==> config.mk <==
export PLATFORM = sky130hd
export DESIGN_NAME = keypad_lock_ctrl_flat
export DESIGN_NICKNAME = d
export VERILOG_FILES = /design/src/rtl/keypad_lock_if.sv /design/src/rtl/keypad_lock_ctrl.sv /design/src/flat_wrapper.sv
export SDC_FILE = /design/constraint.sdc
export NUM_CORES = 1
export LEC_CHECK = 0
export CAP_MARGIN = 30
export CORE_ASPECT_RATIO = 1.2
export CORE_MARGIN = 2
export CORE_UTILIZATION = 51
export CTS_BUF_LIST = sky130_fd_sc_hd__clkbuf_16
export CTS_CLUSTER_DIAMETER = 100
export DETAILED_ROUTE_END_ITERATION = 12
export HOLD_SLACK_MARGIN = 0.06
export PLACE_DENSITY = 0.81
export SLEW_MARGIN = 30
export SYNTH_ARGS = -nofsm -noshare
export SYNTH_HDL_FRONTEND = slang
export SYNTH_SLANG_ARGS = --single-unit
==> constraint.sdc <==
create_clock -name clk -period 2.3 [get_ports clk]
set_input_delay 0.46 -clock clk [delete_from_list [all_inputs] [get_ports clk]]
set_output_delay 0.46 -clock clk [all_outputs]
set_load 0.05 [all_outputs]
==> src/rtl/keypad_lock_if.sv <==
// keypad_lock_if: keypad input and lock status bundle.
// master drives the raw keypad code; slave is the lock controller.
interface keypad_lock_if #(
    parameter int DIGITS = 3
);
    logic [15:0]         onehot;
    logic [4*DIGITS-1:0] digits;
    logic [3:0]          count;
    logic [3:0]          tries;
    logic [1:0]          state;
    logic                unlocked;
    logic                buzzer;

    modport master (
        output onehot,
        input  digits, count, tries, state, unlocked, buzzer
    );

    modport slave (
        input  onehot,
        output digits, count, tries, state, unlocked, buzzer
    );
endinterface

==> src/rtl/keypad_lock_ctrl.sv <==
// keypad_lock_ctrl: BCD keypad code lock with timed lockout after wrong codes.
// Define KEYPAD_LOCK_BUZZER_EN to build the click/success/fail tone generator.
module keypad_lock_ctrl #(
    parameter int                  DIGITS    = 3,
    parameter logic [4*DIGITS-1:0] PASSWORD  = (4*DIGITS)'(12'h246),
    parameter int                  MAX_TRIES = 3,
    parameter int                  CLK_HZ    = 50_000_000,
    parameter int                  LOCK_SECS = 60
) (
    input logic          clk,
    input logic          rst_n,
    keypad_lock_if.slave bus
);
    localparam int W  = 4 * DIGITS;
    localparam int PW = $clog2(CLK_HZ) + 1;

    localparam logic [7:0]    LOCK_BCD = {4'(LOCK_SECS / 10), 4'(LOCK_SECS % 10)};
    localparam logic [3:0]    DIG_N    = 4'(DIGITS);
    localparam logic [3:0]    TRY_N    = 4'(MAX_TRIES);
    localparam logic [PW-1:0] PRE_TOP  = PW'(CLK_HZ - 1);
    localparam logic [W-1:0]  BLANK    = {DIGITS{4'hF}};
    localparam logic [W-1:0]  OPENED   = {DIGITS{4'hA}};

    localparam logic [3:0] K_ENTER = 4'd10;
    localparam logic [3:0] K_CLEAR = 4'd11;
    localparam logic [3:0] K_ADMIN = 4'd12;

    typedef enum logic [1:0] {
        ENTRY   = 2'd0,
        OPEN    = 2'd1,
        LOCKOUT = 2'd2
    } st_e;

    typedef enum logic [1:0] {
        T_CLICK = 2'd0,
        T_OK    = 2'd1,
        T_FAIL  = 2'd2
    } tone_e;

    logic          dec_v;
    logic [3:0]    dec_c;
    logic          key_v, prev_v, evt;
    logic [3:0]    key_c, evt_c;
    st_e           st;
    logic [W-1:0]  digits_q;
    logic [3:0]    count_q, tries_q;
    logic          unlocked_q;
    logic [7:0]    sec_q;
    logic [PW-1:0] pre_q;
    logic          tone_go;
    tone_e         tone_k;

    logic is_dig, is_ent, is_clr, is_adm, full, match, tick;

    function automatic logic [W-1:0] lock_disp(input logic [7:0] s);
        logic [W+7:0] t;
        t = {BLANK, s};
        return t[W-1:0];
    endfunction

    function automatic logic [7:0] bcd_dec(input logic [7:0] s);
        if (s[3:0] == 4'd0)
            return {s[7:4] - 4'd1, 4'd9};
        return {s[7:4], s[3:0] - 4'd1};
    endfunction

    // Map the raw keypad code to a key number; unknown codes mean no key
    always_comb begin
        dec_v = 1'b1;
        dec_c = 4'd0;
        case (bus.onehot)
            16'h0008: dec_c = 4'd0;
            16'h0080: dec_c = 4'd1;
            16'h0040: dec_c = 4'd2;
            16'h0020: dec_c = 4'd3;
            16'h0800: dec_c = 4'd4;
            16'h0400: dec_c = 4'd5;
            16'h0200: dec_c = 4'd6;
            16'h8000: dec_c = 4'd7;
            16'h4000: dec_c = 4'd8;
            16'h2000: dec_c = 4'd9;
            16'h0001: dec_c = K_ENTER;
            16'h1000: dec_c = K_CLEAR;
            16'h0100: dec_c = K_ADMIN;
            default:  dec_v = 1'b0;
        endcase
    end

    // Register the decoded key and flag a single event per none-to-key edge
    always_ff @(posedge clk or negedge rst_n) begin
        if (!rst_n) begin
            key_v  <= 1'b0;
            key_c  <= 4'd0;
            prev_v <= 1'b0;
            evt    <= 1'b0;
            evt_c  <= 4'd0;
        end else begin
            key_v  <= dec_v;
            key_c  <= dec_c;
            prev_v <= key_v;
            evt    <= key_v & ~prev_v;
            evt_c  <= key_c;
        end
    end

    assign is_dig = evt && (evt_c <= 4'd9);
    assign is_ent = evt && (evt_c == K_ENTER);
    assign is_clr = evt && (evt_c == K_CLEAR);
    assign is_adm = evt && (evt_c == K_ADMIN);
    assign full   = (count_q == DIG_N);
    assign match  = (digits_q == PASSWORD);
    assign tick   = (pre_q == PRE_TOP);

    // Lock state machine: code entry, open, and timed lockout countdown
    always_ff @(posedge clk or negedge rst_n) begin
        if (!rst_n) begin
            st         <= ENTRY;
            digits_q   <= BLANK;
            count_q    <= 4'd0;
            tries_q    <= 4'd0;
            unlocked_q <= 1'b0;
            sec_q      <= 8'd0;
            pre_q      <= '0;
            tone_go    <= 1'b0;
            tone_k     <= T_CLICK;
        end else begin
            tone_go <= 1'b0;
            if (is_adm) begin
                st         <= ENTRY;
                digits_q   <= BLANK;
                count_q    <= 4'd0;
                tries_q    <= 4'd0;
                unlocked_q <= 1'b0;
                sec_q      <= 8'd0;
                pre_q      <= '0;
                tone_go    <= 1'b1;
                tone_k     <= T_CLICK;
            end else begin
                unique case (st)
                    ENTRY: begin
                        if (is_dig) begin
                            tone_go <= 1'b1;
                            tone_k  <= T_CLICK;
                            if (!full) begin
                                digits_q <= (digits_q << 4) | W'(evt_c);
                                count_q  <= count_q + 4'd1;
                            end
                        end else if (is_ent && full) begin
                            tone_go <= 1'b1;
                            count_q <= 4'd0;
                            if (match) begin
                                st         <= OPEN;
                                digits_q   <= OPENED;
                                tries_q    <= 4'd0;
                                unlocked_q <= 1'b1;
                                tone_k     <= T_OK;
                            end else begin
                                digits_q <= BLANK;
                                tone_k   <= T_FAIL;
                                if (tries_q + 4'd1 == TRY_N) begin
                                    st       <= LOCKOUT;
                                    tries_q  <= 4'd0;
                                    sec_q    <= LOCK_BCD;
                                    pre_q    <= '0;
                                    digits_q <= lock_disp(LOCK_BCD);
                                end else begin
                                    tries_q <= tries_q + 4'd1;
                                end
                            end
                        end else if (is_clr) begin
                            digits_q <= BLANK;
                            count_q  <= 4'd0;
                            tone_go  <= 1'b1;
                            tone_k   <= T_CLICK;
                        end
                    end
                    OPEN: begin
                        if (is_dig) begin
                            tone_go <= 1'b1;
                            tone_k  <= T_CLICK;
                        end else if (is_clr) begin
                            st         <= ENTRY;
                            digits_q   <= BLANK;
                            count_q    <= 4'd0;
                            unlocked_q <= 1'b0;
                            tone_go    <= 1'b1;
                            tone_k     <= T_CLICK;
                        end
                    end
                    LOCKOUT: begin
                        if (tick) begin
                            pre_q <= '0;
                            if (sec_q == 8'd0) begin
                                st       <= ENTRY;
                                digits_q <= BLANK;
                            end else begin
                                sec_q    <= bcd_dec(sec_q);
                                digits_q <= lock_disp(bcd_dec(sec_q));
                            end
                        end else begin
                            pre_q <= pre_q + 1'b1;
                        end
                    end
                    default: st <= ENTRY;
                endcase
            end
        end
    end

    assign bus.digits   = digits_q;
    assign bus.count    = count_q;
    assign bus.tries    = tries_q;
    assign bus.state    = st;
    assign bus.unlocked = unlocked_q;

`ifdef KEYPAD_LOCK_BUZZER_EN
    // Half-period floors at one cycle so very low clock rates still toggle
    localparam logic [31:0] CLICK_H = (CLK_HZ / 1000 > 0) ? 32'(CLK_HZ / 1000) : 32'd1;
    localparam logic [31:0] OK_H    = (CLK_HZ / 2000 > 0) ? 32'(CLK_HZ / 2000) : 32'd1;
    localparam logic [31:0] FAIL_H  = (CLK_HZ / 500 > 0) ? 32'(CLK_HZ / 500) : 32'd1;
    localparam logic [31:0] CLICK_D = 32'(CLK_HZ / 5);
    localparam logic [31:0] OK_D    = 32'((3 * CLK_HZ) / 5);
    localparam logic [31:0] FAIL_D  = 32'((3 * CLK_HZ) / 10);
    localparam logic [31:0] FAIL_G0 = 32'(CLK_HZ / 10);
    localparam logic [31:0] FAIL_G1 = 32'(CLK_HZ / 5);

    logic        tone_on, buzz_q, in_gap;
    tone_e       tone_q;
    logic [31:0] dur_q, half_q, dur_nx, half_lim, dur_lim;

    // Pick pitch, length and silent window for the tone now playing
    always_comb begin
        dur_nx   = dur_q + 32'd1;
        half_lim = CLICK_H;
        dur_lim  = CLICK_D;
        in_gap   = 1'b0;
        unique case (tone_q)
            T_OK: begin
                half_lim = OK_H;
                dur_lim  = OK_D;
            end
            T_FAIL: begin
                half_lim = FAIL_H;
                dur_lim  = FAIL_D;
                in_gap   = (dur_nx >= FAIL_G0) && (dur_nx < FAIL_G1);
            end
            default: ;
        endcase
    end

    // Square-wave generator; a new request always restarts it
    always_ff @(posedge clk or negedge rst_n) begin
        if (!rst_n) begin
            tone_on <= 1'b0;
            tone_q  <= T_CLICK;
            dur_q   <= 32'd0;
            half_q  <= 32'd0;
            buzz_q  <= 1'b0;
        end else if (tone_go) begin
            tone_on <= 1'b1;
            tone_q  <= tone_k;
            dur_q   <= 32'd0;
            half_q  <= 32'd0;
            buzz_q  <= 1'b1;
        end else if (tone_on) begin
            dur_q <= dur_nx;
            if (dur_nx >= dur_lim) begin
                tone_on <= 1'b0;
                buzz_q  <= 1'b0;
            end else if (in_gap) begin
                half_q <= 32'd0;
                buzz_q <= 1'b0;
            end else if (half_q + 32'd1 >= half_lim) begin
                half_q <= 32'd0;
                buzz_q <= ~buzz_q;
            end else begin
                half_q <= half_q + 32'd1;
            end
        end
    end

    assign bus.buzzer = buzz_q;
`else
    logic unused_tone;
    assign unused_tone = ^{tone_go, tone_k};
    assign bus.buzzer  = 1'b0;
`endif
endmodule

==> src/flat_wrapper.sv <==
// flat-port wrapper written by rule: the top's interface ports become plain ports
module keypad_lock_ctrl_flat 
#(
    parameter int                  DIGITS    = 3,
    parameter logic [4*DIGITS-1:0] PASSWORD  = (4*DIGITS)'(12'h246),
    parameter int                  MAX_TRIES = 3,
    parameter int                  CLK_HZ    = 50_000_000,
    parameter int                  LOCK_SECS = 60
)
  (clk, rst_n, bus_onehot, bus_digits, bus_count, bus_tries, bus_state, bus_unlocked, bus_buzzer);
  keypad_lock_if #(.DIGITS(DIGITS)) bus_i ();
  input logic clk;
  input logic rst_n;
  input wire logic [$bits(bus_i.onehot)-1:0] bus_onehot;
  output wire logic [$bits(bus_i.digits)-1:0] bus_digits;
  output wire logic [$bits(bus_i.count)-1:0] bus_count;
  output wire logic [$bits(bus_i.tries)-1:0] bus_tries;
  output wire logic [$bits(bus_i.state)-1:0] bus_state;
  output wire logic [$bits(bus_i.unlocked)-1:0] bus_unlocked;
  output wire logic [$bits(bus_i.buzzer)-1:0] bus_buzzer;
  assign bus_i.onehot = bus_onehot;
  assign bus_digits = bus_i.digits;
  assign bus_count = bus_i.count;
  assign bus_tries = bus_i.tries;
  assign bus_state = bus_i.state;
  assign bus_unlocked = bus_i.unlocked;
  assign bus_buzzer = bus_i.buzzer;
  keypad_lock_ctrl #(.DIGITS(DIGITS), .PASSWORD(PASSWORD), .MAX_TRIES(MAX_TRIES), .CLK_HZ(CLK_HZ), .LOCK_SECS(LOCK_SECS)) u_core (.clk(clk), .rst_n(rst_n), .bus(bus_i));
endmodule
==> run_results.csv, run 1 <==
group,metric,value,unit
job,cap_violations,0,
status,status,"finished clean",
worst_setup_path,cp-end-kind,"register",
clock_network,cts_made_buffers,9,
placed_design,io_buffers,40,
synth,synth_seq_cells,69,
routing,drc,0,
sta,final_max_slew_viol_count,0,
final_layout,layout-drive-gt1-share,0.226,
grt,grt_pass1_wl,22500,um
sta,fmax,0.439,GHz
placed_design,dpl.hpwl,9750,um
final_layout,fin_area,6150,um2
sta,slew_headroom,0.607,
routing,num_vias,4975,
placed_design,place.gp.congestion,0.945,
final_layout,fillCellCount,660,
sta,finalClockSkew,0.00833,ns
placed_design,place_inst,755,
clock_network,ctsLongestPathBuffers,2,
sta,rsz0062_at_grt,"true",
die,core,8990,um2
clock_network,htree_levels,3,
clock_network,cts_tree,"done",
worst_setup_path,cp-startpoint,"u_core.sec_q[5]$_DFFE_PN0P_",
grt,grt_max_degree,31,
sta,finalHoldViolations,0,
sta,min_period,2.28,ns
die,io_pins,42,
clock_network,clock-sinks,69,
routing,drt_iter0_drc,360,
sta,worst_slew_pin_slew,0.590,ns
die,row_count,38,
worst_setup_path,path_max_fanout,5,
grt,grt_use_total,0.282,
placed_design,dpl_cell_area,5660,um2
power_and_ir_drop,p_per_area,462,nW/um2
final_layout,area_growth,31.6,%
power_and_ir_drop,cellLeakagePower,2.60,nW
sta,setup_viol,0,
die,initial_core_util,0.520,
synth,synth_warnings,0,
die,fp.dieArea,9950,um2
grt,grt_pass1_vias,4679,
hold_path,hp-class,"in2async",
routing,wirelength,14000,um
synth,ys_seq_area_frac,0.372,
worst_setup_path,startpoint_type,"register",
power_and_ir_drop,ir_worst_vdd,0.334,mV
die,die_y,109,um
sta,finalCritPeriodShare,0.990,
clock_network,clk_pin_slew,0.06,ns
worst_setup_path,critPathArrivalTime,2.53,ns
worst_setup_path,regToRegStartpoint,"u_core.sec_q[5]$_DFFE_PN0P_",
routing,drtAntennaViolNets,0,
routing,first_pass_iters,7,
routing,drt-wirelength-per-cell,18.1,um
synth,syn-mean-instance-area,8.35,um2
grt,antenna_found_initial,0,
synth,syn_area,4680,um2
worst_setup_path,worst-setup-path-type,"reg2reg",
final_layout,multi_input_area,2870,um2
synth,synth_edf_count,0,
synth,postSynthCellCount,560,
clock_network,hold_buffers,0,
clock_network,insertion_delay,0.35,ns
die,dieWidth,91.4,um
worst_setup_path,r2r_cells,8,
final_layout,fin_nets,679,
synth,syn_nets,589,
synth,synth_flop_cell,"dfrtp_1",
synth,synthArstFlopShare,1.00,
routing,avgViaCountPerCell,6.42,
final_layout,num_antenna_cells,0,
final_layout,regArea,1750,um2
worst_setup_path,cp.required,2.56,ns
final_layout,instances_no_fill,775,
clock_network,clockRootBuffer,"clkbuf_16",
grt,grt_remaining_overflow,0,
synth,yosysUniqueCellTypes,75,
final_layout,layout_commonest_cell,"buf_4",
power_and_ir_drop,power,2.84,mW
final_layout,final_cell_mix,"buf_4 (71), dfrtp_1 (51), nand2_1 (47)",
## synthesized netlist by cell type, types with 3 or more instances
master,instances,area [um2]
o31ai_1,15,113
nand2b_1,4,25.0
xnor2_1,6,52.6
a21o_1,4,30.0
nand3_1,21,105
or3_1,8,50.1
nor2_1,36,135
o21ai_0,32,160
and2_1,6,37.5
nor4b_1,8,70.1
and3_1,14,87.6
a21oi_1,38,190
clkbuf_1,24,90.1
o32a_1,3,30.0
dfstp_2,12,315
a31oi_1,10,62.6
nand4_1,10,62.6
dfrtp_1,57,1430
buf_2,9,45.0
nor3b_1,5,37.5
o22ai_1,5,31.3
o21ai_1,33,165
inv_1,19,71.3
o21a_1,7,52.6
nor3_1,26,130
nor4_1,10,62.6
or4_1,4,30.0
ha_1,11,138
o211ai_1,3,22.5
o41ai_1,10,87.6
o32ai_1,4,35.0
nand2_1,47,176
## registers in the layout, indices dropped and copies added, names as in the netlist
signal	cells
u_core.bus.count	4
u_core.bus.digits	12
u_core.bus.state	2
u_core.bus.tries	4
u_core.bus.unlocked	1
u_core.evt	1
u_core.evt_c	4
u_core.key_c	4
u_core.key_v	1
u_core.pre_q	27
u_core.prev_v	1
u_core.sec_q	8
## path summary, 6_finish.rpt
kind	end	slack, ns
min in group clk	u_core.evt_c[0]$_DFF_PN0_	0.34
max in group asynchronous	u_core.sec_q[1]$_DFFE_PN0P_	1.51
setup / recovery	u_core.sec_q[3]$_DFFE_PN0P_	0.02
hold reg to reg	u_core.evt_c[0]$_DFF_PN0_	0.34
setup reg to reg	u_core.sec_q[3]$_DFFE_PN0P_	0.02
hold / removal	u_core.bus.unlocked$_DFFE_PN0P_	0.12
## repair_timing
action                                  CTS  global route
endpoints found under the setup margin    3            43
buffers inserted                          1             3
gates resized for setup                   6            26
pin swaps                                 3             5
## area by class of cell
| class | instances | share of cell area |
|---|---|---|
| Inverter | 19 | 0.0116 |
| Multi-Input combinational cell | 436 | 0.467 |
| Tap cell | 120 | 0.0244 |
| Timing Repair Buffer | 115 | 0.162 |
| Sequential cell | 69 | 0.284 |
| Clock buffer | 9 | 0.0366 |
| Clock inverter | 7 | 0.0144 |
## metrics by stage
stage          utilization  TNS (ns)  setup slack, ns  hold WS (ns)
6_report             0.685         0           0.0238         0.116
3_3_place_gp         0.630    -0.764           -0.334         0.332
2_1_floorplan            -   -0.0618          -0.0155         0.164
3_5_place_dp         0.630     -1.05           -0.406         0.336
4_1_cts              0.669   -0.0121          -0.0121         0.126
5_1_grt              0.685    -0.140          -0.0360         0.171
## worst max-delay path, cell delays in order (launching register included)
cell and delay (ns):
dfrtp_1 0.43, inv_2 0.11, ha_1 0.18, or3b_4 0.41
nor2_2 0.19, nor4_2 0.06, o21ai_2 0.30, mux2_1 0.37
nor2_1 0.14
## report_power, final
group	internal [mW]	switching (mW)	leakage, nW
clock	0.943	0.543	0.151
combinational	0.0620	0.0726	1.54
sequential	1.22	0.00263	0.910
total	2.22	0.618	2.60
## cells by family (layout without fill, tap and decap cells)
kind of cell,after synthesis,after routing,share of synthesized area
AO/OA/AOI/OAI,193,193,0.268
XOR/XNOR,8,8,0.0150
multiplexers,2,2,0.00455
buffers and inverters,55,150,0.0482
AND/OR/NAND/NOR,221,221,0.262
other,1,1,0.000802
adder cells (fa/ha/maj),11,11,0.0294
flip-flops,69,69,0.372
## per-layer routing
metal / global-route usage / wire length, um / vias to the layer above
met5: 0 / 0 / -
met4: 0.162 / 558 / 0
met3: 0.0470 / 785 / 51
met2: 0.495 / 7280 / 235
met1: 0.327 / 5410 / 2379
li1: - / - / 2310
Note: power is estimated with default switching activity, not from simulation.
==> run 2: changes to the inputs <==
Settings changed: CORE_ASPECT_RATIO 1.2 to unset.
==> run 2 against run 1 <==
Net effect: final area fell by 1.2%; critical path type unchanged; sequential cell count did not move; critical endpoint is now u_core.bus.state[0]$_DFFE_PN0P_; count of clock-buffer cells in the layout did not move.
==> run_results.csv, run 2 (synthesis gave the netlist of run 1 again) <==
group,metric,value,unit
final_layout,fillCellCount,683,
sta,slew_headroom,0.632,
sta,finalCritPeriodShare,0.988,
placed_design,io_buffers,40,
routing,first_pass_iters,5,
placed_design,place.gp.congestion,0.951,
power_and_ir_drop,power,2.82,mW
clock_network,clockRootBuffer,"clkbuf_16",
grt,grt_pass1_wl,22800,um
power_and_ir_drop,p_per_area,464,nW/um2
die,row_count,34,
sta,setup_ws,0.0276,ns
die,initial_core_util,0.531,
routing,drt_iter0_drc,699,
die,io_pins,42,
sta,final_max_slew_viol_count,0,
grt,grt_remaining_overflow,0,
routing,num_vias,4987,
power_and_ir_drop,ir_worst_vdd,0.292,mV
worst_setup_path,regToRegStartpoint,"u_core.sec_q[5]$_DFFE_PN0P_",
die,die_y,99.8,um
final_layout,multi_input_area,2850,um2
power_and_ir_drop,cellLeakagePower,2.56,nW
grt,grt_max_degree,70,
worst_setup_path,r2r_cells,8,
status,status,"finished clean",
worst_setup_path,worst-setup-path-type,"reg2reg",
clock_network,ctsLongestPathBuffers,2,
worst_setup_path,r2r-end,"u_core.bus.state[0]$_DFFE_PN0P_",
die,fp.dieArea,9950,um2
grt,antenna_found_initial,0,
grt,grt_pass1_vias,4684,
job,cap_violations,0,
final_layout,layout_commonest_cell,"buf_4",
sta,finalHoldViolations,0,
grt,grt_use_total,0.282,
sta,min_period,2.27,ns
routing,avgViaCountPerCell,6.57,
final_layout,instances_no_fill,759,
worst_setup_path,cp-end-kind,"register",
sta,worst_slew_pin_slew,0.552,ns
routing,wirelength,13800,um
clock_network,cts_tree,"done",
sta,hold_slack,0.127,ns
routing,drt-wirelength-per-cell,18.2,um
worst_setup_path,critPathArrivalTime,2.46,ns
final_layout,num_antenna_cells,0,
sta,rsz0062_at_grt,"true",
routing,drc,0,
final_layout,final_cell_mix,"buf_4 (67), dfrtp_1 (50), nand2_1 (46)",
placed_design,dpl_worst_slack,-0.422,ns
final_layout,fin_nets,675,
final_layout,regMostFlops,"u_core.pre_q",
sta,setup_viol,0,
clock_network,clock-sinks,69,
hold_path,hp-class,"in2async",
worst_setup_path,cp.required,2.49,ns
worst_setup_path,startpoint_type,"register",
die,dieWidth,99.8,um
routing,drtAntennaViolNets,0,
final_layout,layout-drive-gt1-share,0.217,
clock_network,cts_made_buffers,9,
clock_network,hold_buffers,0,
final_layout,regArea,1750,um2
final_layout,largest_register_ffs,27,
die,core,8810,um2
sta,finalClockSkew,0.0144,ns
final_layout,area_growth,30.0,%
clock_network,clk_pin_slew,0.06,ns
clock_network,insertion_delay,0.33,ns
clock_network,htree_levels,3,
sta,fmax,0.440,GHz
worst_setup_path,path_max_fanout,4,
worst_setup_path,r2r_slack,0.03,ns
placed_design,place_inst,736,
final_layout,utilization,0.690,
placed_design,dpl.hpwl,9520,um
==> run 2: what timing repair did <==
| item | CTS | global route |
|---|---|---|
| buffers inserted | 1 | 5 |
| pin swaps | 4 | 6 |
| cloned | 0 | 1 |
| gates resized for setup | 6 | 23 |
| setup endpoints to repair | 2 | 42 |
==> run 2: final cells by class <==
type / count / share of cell area
Tap cell: 108 / 0.0222
Multi-Input combinational cell: 436 / 0.469
Sequential cell: 69 / 0.288
Inverter: 19 / 0.0117
Clock buffer: 9 / 0.0370
Clock inverter: 7 / 0.0150
Timing Repair Buffer: 111 / 0.157
==> run 2: worst max-delay path by stage <==
stage               slack [ns]                            start                               to
floorplan                -0.02  u_core.bus.count[1]$_DFFE_PN0P_     u_core.pre_q[16]$_DFFE_PN0P_
global placement         -0.32                    bus_onehot[9]        u_core.key_c[1]$_DFF_PN0_
detailed placement       -0.42                    bus_onehot[9]        u_core.key_c[1]$_DFF_PN0_
CTS                      0.001  u_core.bus.tries[0]$_DFFE_PN0P_     u_core.pre_q[20]$_DFFE_PN0P_
global route             -0.06      u_core.sec_q[5]$_DFFE_PN0P_      u_core.sec_q[3]$_DFFE_PN0P_
finish                    0.03      u_core.sec_q[5]$_DFFE_PN0P_  u_core.bus.state[0]$_DFFE_PN0P_
==> run 2: per-stage QoR <==
| step | instance area [um2] | TNS, ns |
|---|---|---|
| 2_1_floorplan | 4710 | -0.0618 |
| 3_3_place_gp | 5590 | -0.756 |
| 3_5_place_dp | 5590 | -1.12 |
| 4_1_cts | 5920 | 0 |
| 5_1_grt | 6080 | -0.198 |
| 6_report | 6080 | 0 |
==> run 2: worst max-delay path, stage by stage (launching register included) <==
cell and delay (ns):
dfrtp_1 0.41, inv_1 0.13, ha_1 0.19, or3b_1 0.41
nor2_1 0.20, nor4b_2 0.25, o21bai_1 0.18, a31oi_1 0.23
o32ai_1 0.12
==> run 2: power breakdown <==
group / internal (mW) / switching [mW] / total [mW]
clock network: 0.945 / 0.523 / 1.47
logic: 0.0592 / 0.0708 / 0.130
registers: 1.22 / 0.00303 / 1.22
==> run 2: per-layer routing <==
layer / track usage / routed length [um]
met1: 0.390 / 5840
met5: 0 / 0
met2: 0.465 / 6710
met4: 0.0885 / 279
met3: 0.0344 / 1000
==> run 3: changes to the inputs <==
Settings changed: CORE_ASPECT_RATIO set to 2.
==> run 3 against run 2 <==
Net effect: non-clock buffer count is 24 higher; final area is 4.5% higher; combinational power hardly changed; critical path depth is 6 lower; sequential share of layout area is 1.3 points lower; critical path type is now reg2out; critical endpoint is now bus_digits[1]; highest routed layer unchanged.
==> run_results.csv, run 3 (synthesis gave the netlist of run 1 again) <==
group,metric,value,unit
routing,drc,0,
power_and_ir_drop,p_int,2.21,mW
worst_setup_path,path_max_fanout,5,
grt,grt_remaining_overflow,0,
clock_network,clockRootBuffer,"clkbuf_16",
routing,first_pass_iters,6,
die,fp.dieArea,10000,um2
clock_network,cts_tree,"done",
power_and_ir_drop,ir_worst_vdd,0.369,mV
sta,final_max_slew_viol_count,0,
hold_path,hp-class,"in2async",
final_layout,area_growth,35.9,%
worst_setup_path,cp.required,1.84,ns
grt,antenna_found_initial,0,
grt,grt_use_total,0.307,
worst_setup_path,r2r_cells,8,
sta,setup_tns,0,ns
placed_design,io_buffers,40,
routing,drt_iter0_drc,563,
clock_network,cts_made_buffers,9,
worst_setup_path,worst-setup-path-type,"reg2out",
grt,grt_pass1_vias,5020,
sta,setup_viol,0,
worst_setup_path,crit_slowest_cell,"clkdlybuf4s50_1",
worst_setup_path,cp_num_cells,2,
clock_network,insertion_delay,0.34,ns
worst_setup_path,critPathBufInv,2,
power_and_ir_drop,p_per_area,440,nW/um2
sta,finalHoldViolations,0,
clock_network,ctsLongestPathBuffers,2,
routing,num_vias,5182,
die,io_pins,42,
grt,grt_max_degree,48,
grt,grt_pass1_wl,24100,um
final_layout,fin_nets,699,
clock_network,hold_buffers,0,
final_layout,layout_commonest_cell,"buf_4",
sta,finalCritPeriodShare,0.987,
worst_setup_path,startpoint_type,"register",
sta,worst_slew_pin_slew,0.559,ns
final_layout,largest_register_ffs,27,
power_and_ir_drop,combPwrFrac,0.047,
final_layout,final_cell_mix,"buf_4 (87), dfrtp_1 (50), nand2_1 (47)",
final_layout,fillCellCount,672,
grt,grt_use_met2,0.541,
sta,fmax,0.440,GHz
die,initial_core_util,0.522,
power_and_ir_drop,p_clk_frac,0.516,
power_and_ir_drop,swShare,0.209,
job,cap_violations,0,
clock_network,clk_pin_slew,0.05,ns
final_layout,layout-drive-gt1-share,0.257,
placed_design,place.gp.congestion,0.934,
sta,hold_slack,0.104,ns
final_layout,num_antenna_cells,0,
worst_setup_path,path_cells,"buf_4 > clkdlybuf4s50_1",
sta,finalClockSkew,0.00881,ns
worst_setup_path,critPathArrivalTime,1.81,ns
clock_network,htree_levels,3,
worst_setup_path,cp_slowest_stage_delay,0.81,ns
grt,met3_usage,0.0413,
clock_network,clock-sinks,69,
die,die_y,139,um
placed_design,dpl.hpwl,10700,um
routing,drt-wirelength-per-cell,19.7,um
power_and_ir_drop,p_sw,586,uW
routing,avgViaCountPerCell,6.68,
sta,slew_headroom,0.627,
grt,top_usage_layer,"met2",
power_and_ir_drop,seqPwrFrac,0.437,
final_layout,regMostFlops,"u_core.pre_q",
status,status,"finished clean",
die,row_count,49,
grt,grt_util_met1,0.333,
worst_setup_path,cpLargestDelayFamily,"buffers and inverters",
die,core,8950,um2
sta,min_period,2.27,ns
power_and_ir_drop,cellLeakagePower,2.71,nW
die,dieWidth,71.7,um
routing,wirelength,15300,um
worst_setup_path,cp-end-kind,"output port",
routing,drtAntennaViolNets,0,
==> run 3: routing by layer <==
metal  vias up  wire, um
li1       2349         -
met3        86       819
met1      2493      5160
met5         -         0
met2       254      8250
met4         0      1080
==> run 3: per-stage QoR <==
| step | setup slack (ns) | utilization | power, mW | cell area (um2) | cells |
|---|---|---|---|---|---|
| 6_report | 0.0290 | 0.710 | 2.80 | 6360 | 776 |
| 5_1_grt | -0.0558 | 0.710 | 2.88 | 6360 | 776 |
| 4_1_cts | -0.0222 | 0.679 | 2.81 | 6080 | 766 |
| 3_5_place_dp | -0.449 | 0.639 | 1.37 | 5720 | 748 |
| 3_3_place_gp | -0.359 | 0.639 | 1.37 | 5720 | 748 |
| 2_1_floorplan | -0.0155 | - | 1.28 | 4710 | 560 |
==> run 3: area by class of cell <==
type | instances | area [um2] | area share
clock buffer | 9 | 225 | 0.0354
clock inverter | 6 | 80.1 | 0.0126
inverter | 19 | 71.3 | 0.0112
multi-input combinational | 436 | 2950 | 0.464
sequential | 69 | 1750 | 0.275
tap | 102 | 128 | 0.0201
timing repair buffer | 135 | 1150 | 0.181
==> run 3: power groups by stage <==
stage	registers, mW	clock network [mW]	logic, mW
after CTS	1.22	1.46	0.133
final	1.22	1.44	0.132
after floorplan	1.25	0	0.0295
after global routing	1.22	1.52	0.145
after global placement	1.24	0	0.129
after detailed placement	1.24	0	0.133
==> run 3: path summary, 6_finish.rpt <==
check | start | end | slack [ns]
worst max-delay path | u_core.bus.digits[1]$_DFFE_PN1P_ | bus_digits[1] | 0.03
worst min-delay path | rst_n | u_core.pre_q[12]$_DFFE_PN0P_ | 0.10
worst max register to register | u_core.bus.count[0]$_DFFE_PN0P_ | u_core.pre_q[19]$_DFFE_PN0P_ | 0.07
worst min register to register | u_core.key_c[0]$_DFF_PN0_ | u_core.evt_c[0]$_DFF_PN0_ | 0.35
max in group asynchronous | rst_n | u_core.bus.digits[0]$_DFFE_PN1P_ | 1.49
min in group clk | u_core.key_c[0]$_DFF_PN0_ | u_core.evt_c[0]$_DFF_PN0_ | 0.35
==> run 3: repair_timing <==
item / CTS / global route
resized for setup: 11 / 39
pin swaps: 5 / 9
gates cloned: 0 / 1
buffers inserted: 3 / 9
setup endpoints to repair: 24 / 38
